===== config.mk =====
export PLATFORM = sky130hd
export DESIGN_NAME = spi_master_frame
export DESIGN_NICKNAME = d
export VERILOG_FILES = /design/src/rtl/spi_master_frame.sv
export SDC_FILE = /design/constraint.sdc
export NUM_CORES = 1
export LEC_CHECK = 0
export BUFFER_PORTS_ARGS = -buffer_cell sky130_fd_sc_hd__buf_4
export CORE_MARGIN = 4
export CORE_UTILIZATION = 60
export CTS_CLUSTER_DIAMETER = 120
export CTS_CLUSTER_SIZE = 25
export DETAILED_ROUTE_END_ITERATION = 12
export GPL_TIMING_DRIVEN = 0
export MAX_ROUTING_LAYER = met4
export PLACE_DENSITY = 0.85
export SLEW_MARGIN = 10
export SYNTH_ARGS = -nofsm -noshare
export SYNTH_HDL_FRONTEND = slang
export SYNTH_SLANG_ARGS = --single-unit

===== constraint.sdc =====
create_clock -name clk -period 3.4 [get_ports clk]
set_input_delay 0.17 -clock clk [delete_from_list [all_inputs] [get_ports clk]]
set_output_delay 0.17 -clock clk [all_outputs]
set_load 0.01 [all_outputs]

===== src/rtl/spi_master_frame.sv =====
// spi_master_frame: single-byte SPI mode-0 master with framed chip select.
// Sends tx_data MSB first, captures MISO into rx_data, pulses done per frame.
module spi_master_frame #(
    parameter int CLK_DIV = 4,
    parameter int CS_GAP  = 2
) (
    input  logic       clk,
    input  logic       rst,
    input  logic       start,
    input  logic [7:0] tx_data,
    input  logic       MISO,
    output logic       CS,
    output logic       SLCK,
    output logic       MOSI,
    output logic [7:0] rx_data,
    output logic       busy,
    output logic       done
);

    typedef enum logic [2:0] {
        IDLE,
        SETUP,
        HIGH,
        LOW,
        HOLD,
        GAP
    } state_t;

    localparam int CW = 16;
    localparam logic [CW-1:0] DIV_LAST = CW'(CLK_DIV - 1);
    localparam logic [CW-1:0] GAP_LAST = CW'(CS_GAP - 1);

    state_t        state_q, state_d;
    logic [CW-1:0] cnt_q, cnt_d;
    logic [2:0]    bit_q, bit_d;
    logic [7:0]    tx_sh_q, tx_sh_d;
    logic [7:0]    rx_sh_q, rx_sh_d;
    logic [7:0]    rx_data_q, rx_data_d;
    logic          cs_q, cs_d;
    logic          slck_q, slck_d;
    logic          mosi_q, mosi_d;
    logic          busy_q, busy_d;
    logic          done_q, done_d;

    // Frame sequencer: phase timing, shifting and next-output values.
    always_comb begin
        state_d   = state_q;
        cnt_d     = cnt_q;
        bit_d     = bit_q;
        tx_sh_d   = tx_sh_q;
        rx_sh_d   = rx_sh_q;
        rx_data_d = rx_data_q;
        cs_d      = cs_q;
        slck_d    = slck_q;
        mosi_d    = mosi_q;
        busy_d    = busy_q;
        done_d    = 1'b0;
        unique case (state_q)
            IDLE: begin
                cnt_d = '0;
                bit_d = 3'd0;
                if (start) begin
                    tx_sh_d = tx_data;
                    cs_d    = 1'b0;
                    mosi_d  = tx_data[7];
                    busy_d  = 1'b1;
                    state_d = SETUP;
                end
            end
            SETUP: begin
                if (cnt_q == DIV_LAST) begin
                    cnt_d   = '0;
                    slck_d  = 1'b1;
                    state_d = HIGH;
                end else begin
                    cnt_d = cnt_q + 1'b1;
                end
            end
            HIGH: begin
                if (cnt_q == DIV_LAST) begin
                    cnt_d   = '0;
                    rx_sh_d = {rx_sh_q[6:0], MISO};
                    slck_d  = 1'b0;
                    if (bit_q != 3'd7) begin
                        // Next bit goes out while SLCK is low.
                        bit_d   = bit_q + 3'd1;
                        tx_sh_d = {tx_sh_q[6:0], 1'b0};
                        mosi_d  = tx_sh_q[6];
                        state_d = LOW;
                    end else begin
                        state_d = HOLD;
                    end
                end else begin
                    cnt_d = cnt_q + 1'b1;
                end
            end
            LOW: begin
                if (cnt_q == DIV_LAST) begin
                    cnt_d   = '0;
                    slck_d  = 1'b1;
                    state_d = HIGH;
                end else begin
                    cnt_d = cnt_q + 1'b1;
                end
            end
            HOLD: begin
                if (cnt_q == DIV_LAST) begin
                    cnt_d   = '0;
                    cs_d    = 1'b1;
                    mosi_d  = 1'b0;
                    state_d = GAP;
                end else begin
                    cnt_d = cnt_q + 1'b1;
                end
            end
            GAP: begin
                if (cnt_q == GAP_LAST) begin
                    cnt_d     = '0;
                    bit_d     = 3'd0;
                    rx_data_d = rx_sh_q;
                    done_d    = 1'b1;
                    busy_d    = 1'b0;
                    state_d   = IDLE;
                end else begin
                    cnt_d = cnt_q + 1'b1;
                end
            end
            default: begin
                cs_d    = 1'b1;
                slck_d  = 1'b0;
                mosi_d  = 1'b0;
                busy_d  = 1'b0;
                state_d = IDLE;
            end
        endcase
    end

    // State and output registers; reset aborts any frame in progress.
    always_ff @(posedge clk) begin
        if (!rst) begin
            state_q   <= IDLE;
            cnt_q     <= '0;
            bit_q     <= 3'd0;
            tx_sh_q   <= 8'h00;
            rx_sh_q   <= 8'h00;
            rx_data_q <= 8'h00;
            cs_q      <= 1'b1;
            slck_q    <= 1'b0;
            mosi_q    <= 1'b0;
            busy_q    <= 1'b0;
            done_q    <= 1'b0;
        end else begin
            state_q   <= state_d;
            cnt_q     <= cnt_d;
            bit_q     <= bit_d;
            tx_sh_q   <= tx_sh_d;
            rx_sh_q   <= rx_sh_d;
            rx_data_q <= rx_data_d;
            cs_q      <= cs_d;
            slck_q    <= slck_d;
            mosi_q    <= mosi_d;
            busy_q    <= busy_d;
            done_q    <= done_d;
        end
    end

    assign CS      = cs_q;
    assign SLCK    = slck_q;
    assign MOSI    = mosi_q;
    assign rx_data = rx_data_q;
    assign busy    = busy_q;
    assign done    = done_q;

endmodule


==> key figures <==
Outcome
  – Status: complete, no violations

GRT
  – Initial antenna violation count: 0
  – Vias in the first global route: 1924
  – Overflow after GRT: 0
  – Total track usage: between 20% and 30%
  – Largest net degree at the start of global routing: 16
  – First-pass GRT wire length: 8.70 mm

Min path
  – Hold Path Class: input pin to flip-flop
  – WHS Path Cells: 3

Setup path
  – Crit path arrival time: 2.82 ns
  – Worst r2r path cells: 6
  – Worst EP required: 3.61 ns
  – Largest stage delay, worst path: about 0.50 ns
  – Critical path capture point type: flip-flop
  – Kind of critical path: flip-flop to flip-flop
  – Worst R2R Setup Slack: 0.78 ns
  – Worst-path cell chain: ha_1, or3b_2, nor4_1, clkbuf_1, o311ai_1, o211a_1
  – CP max stage cell: or3b_2
  – Largest fanout on the critical path: 10
  – Critical path launch point type: flip-flop

Finish
  – Share of cells above drive strength 1: 16.6%
  – Commonest cells after routing, fill and taps aside: dfxtp_1 (50), nor2_1 (43), nand2_1 (29), nand3_1 (25), buf_4 (24)
  – Reg area: between 1000 and 1500 um2
  – Footprint of the multi-input gates: 1260 um2
  – Commonest non-fill, non-tap cell in the layout: dfxtp_1
  – Antenna Cells: 0
  – P&R area growth vs syn: 16.2%
  – Final net count: ~330
  – Fillers: 291

Pwr
  – Tot Pwr: 0.00143 W
  – Clock share of power: 35.7%
  – Net Switching: 0.000381 W
  – Peak supply drop: around 370 uV
  – Internal: 0.00105 W
  – Power per cell area: 519 nW/um2
  – Reg power frac: a little under half
  – Sw frac: 26.7%
  – Comb pwr share: 19.0%
  – LEAKAGE: 1.13 nW

Synth
  – Synthesized area: 2360 um2
  – Post-synth EDFFs: 0
  – Post-Syn Area per Cell: ~8.4 um2
  – Largest family of logic cells by synthesized area: simple AND/OR/NAND/NOR gates
  – Syn Nets: ~300
  – Post-synthesis simple-gate area fraction: 27.5%
  – Yosys warns: 0
  – Synthesized instance count: 281
  – Seq/Total Area, Yosys: between 40 and 50%
  – Post-synth ARST share: 0%
  – #FFs+latches synth: 50
  – Xor/xnor cell area share of the yosys netlist: 4.07%
  – Compound-Gate Fraction of Synth Area: 13.1%
  – Distinct cell type count after synthesis: 48
  – Post-synthesis mux area share: 5.56%
  – Post-synthesis adder-cell area fraction: 3.12%
  – Commonest register cell after synthesis: dfxtp_1

Floorplanning
  – Die area: 5010 um2
  – Core Box Area: 3740 um2
  – Die width: 70.8 um
  – Starting density of the core: about 63%
  – Io pins: 25
  – Num rows: 22
  – Die Height: 70.8 um

Timing
  – Final hold violations: 0
  – RSZ-0062 raised after global routing: false
  – Slew headroom: 55.8%
  – Final setup viols: 0
  – Fmax: 382 MHz
  – Tightest Pin Transition: 0.662 ns
  – Setup TNS: 0 ns
  – Min cycle time layout: 2.62 ns
  – Period utilization: between 70 and 80%
  – Max Clock Skew: around 0.0067 ns
  – Slew Limit Fails: 0
  – Setup ws final: 0.784 ns

Clocking
  – Clock transition at path regs: 0.09 ns
  – CTS tree: built
  – Max Root-Sink Buffers: 2
  – Total setup buffers inserted after CTS: 0
  – # clock sinks: 50
  – Post-CTS Resized: 0
  – Clk_lat worst skew: 0.30 ns
  – CTS HTree Levels: 2
  – Hold Buf Count CTS: 0
  – Inserted Clock Buffers: 5
  – Root Buffer: clkbuf_8

Detailed routing
  – DR pass1 iterations: 4
  – DR vias/cell: 5.92
  – DRC Markers: 0
  – 1st-iter DRT viols: 175
  – Wire per inst: 14.5 um
  – Post-route ant nets: 0
  – Overall routed net length: 5.22 mm
  – Vias: 2138

Placed design
  – Port bufs: 24
  – GP Congestion: about 0.85
  – Dpl hpwl: 3.66 mm
  – Pre-CTS WS: 0.886 ns

Flow run
  – Maximum capacitance violations: 0
==> power groups by stage <==
| stage | logic [W] | clock network (W) | registers, W |
|---|---|---|---|
| after floorplan | 0.000198 | 0 | 0.000655 |
| after global placement | 0.000258 | 0 | 0.000657 |
| after detailed placement | 0.000264 | 0 | 0.000659 |
| after CTS | 0.000269 | 0.000512 | 0.000646 |
| after global routing | 0.000300 | 0.000532 | 0.000652 |
| final | 0.000271 | 0.000509 | 0.000646 |
==> flip-flops by register name (all words and copies together), names as in the netlist <==
signal / cells
rx_data: 8
state_q: 3
SLCK: 1
busy: 1
CS: 1
tx_sh_q: 7
MOSI: 1
bit_q: 3
rx_sh_q: 8
cnt_q: 16
done: 1
==> worst max-delay path: cells and delay by family (launching register included) <==
kind / cells / cell delay, ns
fa+ha+maj: 1 / 0.25
simple gates: 2 / 0.90
flops: 1 / 0.46
buf+inv: 1 / 0.41
compound gates: 2 / 0.49
==> cell families (layout without fill, tap and decap cells) <==
kind of cell | Yosys count | in the layout
flip-flops | 50 | 50
buffers and inverters | 24 | 56
multiplexers | 13 | 13
AO/OA/AOI/OAI | 43 | 43
adder cells (fa/ha/maj) | 6 | 6
XOR/XNOR | 11 | 11
AND/OR/NAND/NOR | 134 | 134
==> synth_stat cells (2+ instances only) <==
master,number,share of area (%)
dfxtp_1,50,42
nor2_1,43,6.8
nand2_1,29,4.6
nand3_1,25,5.3
a21oi_1,12,2.5
clkbuf_1,12,1.9
mux2i_1,12,5.1
xor2_1,8,3.0
inv_1,7,1.1
o21ai_0,7,1.5
nor3_1,6,1.3
o221a_2,6,2.9
ha_1,5,2.6
or4_1,5,1.6
a31oi_1,4,1.1
buf_2,4,0.85
nor4_1,4,1.1
nand3b_1,3,0.95
nand4_1,3,0.79
xnor2_1,3,1.1
and2_1,2,0.53
o311ai_1,2,0.74
or2_2,2,0.53
or3_1,2,0.53
or3b_2,2,0.74
==> routing by layer <==
metal | track usage [%] | share of wire, %
met4 | 8.35 | 2.0
met1 | 27.2 | 45
met2 | 35.4 | 47
met5 | - | 0
met3 | 3.69 | 5.6
==> metrics by stage <==
step / instance area, um2 / util, % / hold WS [ns] / std cells
after floorplan: 2360 / - / 0.306 / 281
after global placement: 2610 / 69.6 / 0.426 / 353
after detailed placement: 2610 / 69.6 / 0.453 / 353
after CTS: 2750 / 73.4 / 0.128 / 361
after global routing: 2750 / 73.4 / 0.154 / 361
final: 2750 / 73.4 / 0.123 / 361
==> area by class of cell <==
type                            instances  share of cell area [%]
Multi-Input combinational cell        207                    45.9
Inverter                                7                   0.956
Clock buffer                            6                    3.01
Tap cell                               48                    2.19
Timing Repair Buffer                   24                    6.56
Clock inverter                          2                    2.19
Buffer                                 17                    2.78
Sequential cell                        50                    36.4
==> final timing paths <==
| check | from | end |
|---|---|---|
| worst max-delay path | cnt_q[1] | state_q[1] |
| worst min-delay path | tx_data[0] | tx_sh_q[0] |
| worst max register to register | cnt_q[1] | state_q[1] |
| worst min register to register | MOSI | MOSI |
Power figures use the tool's default switching activity.
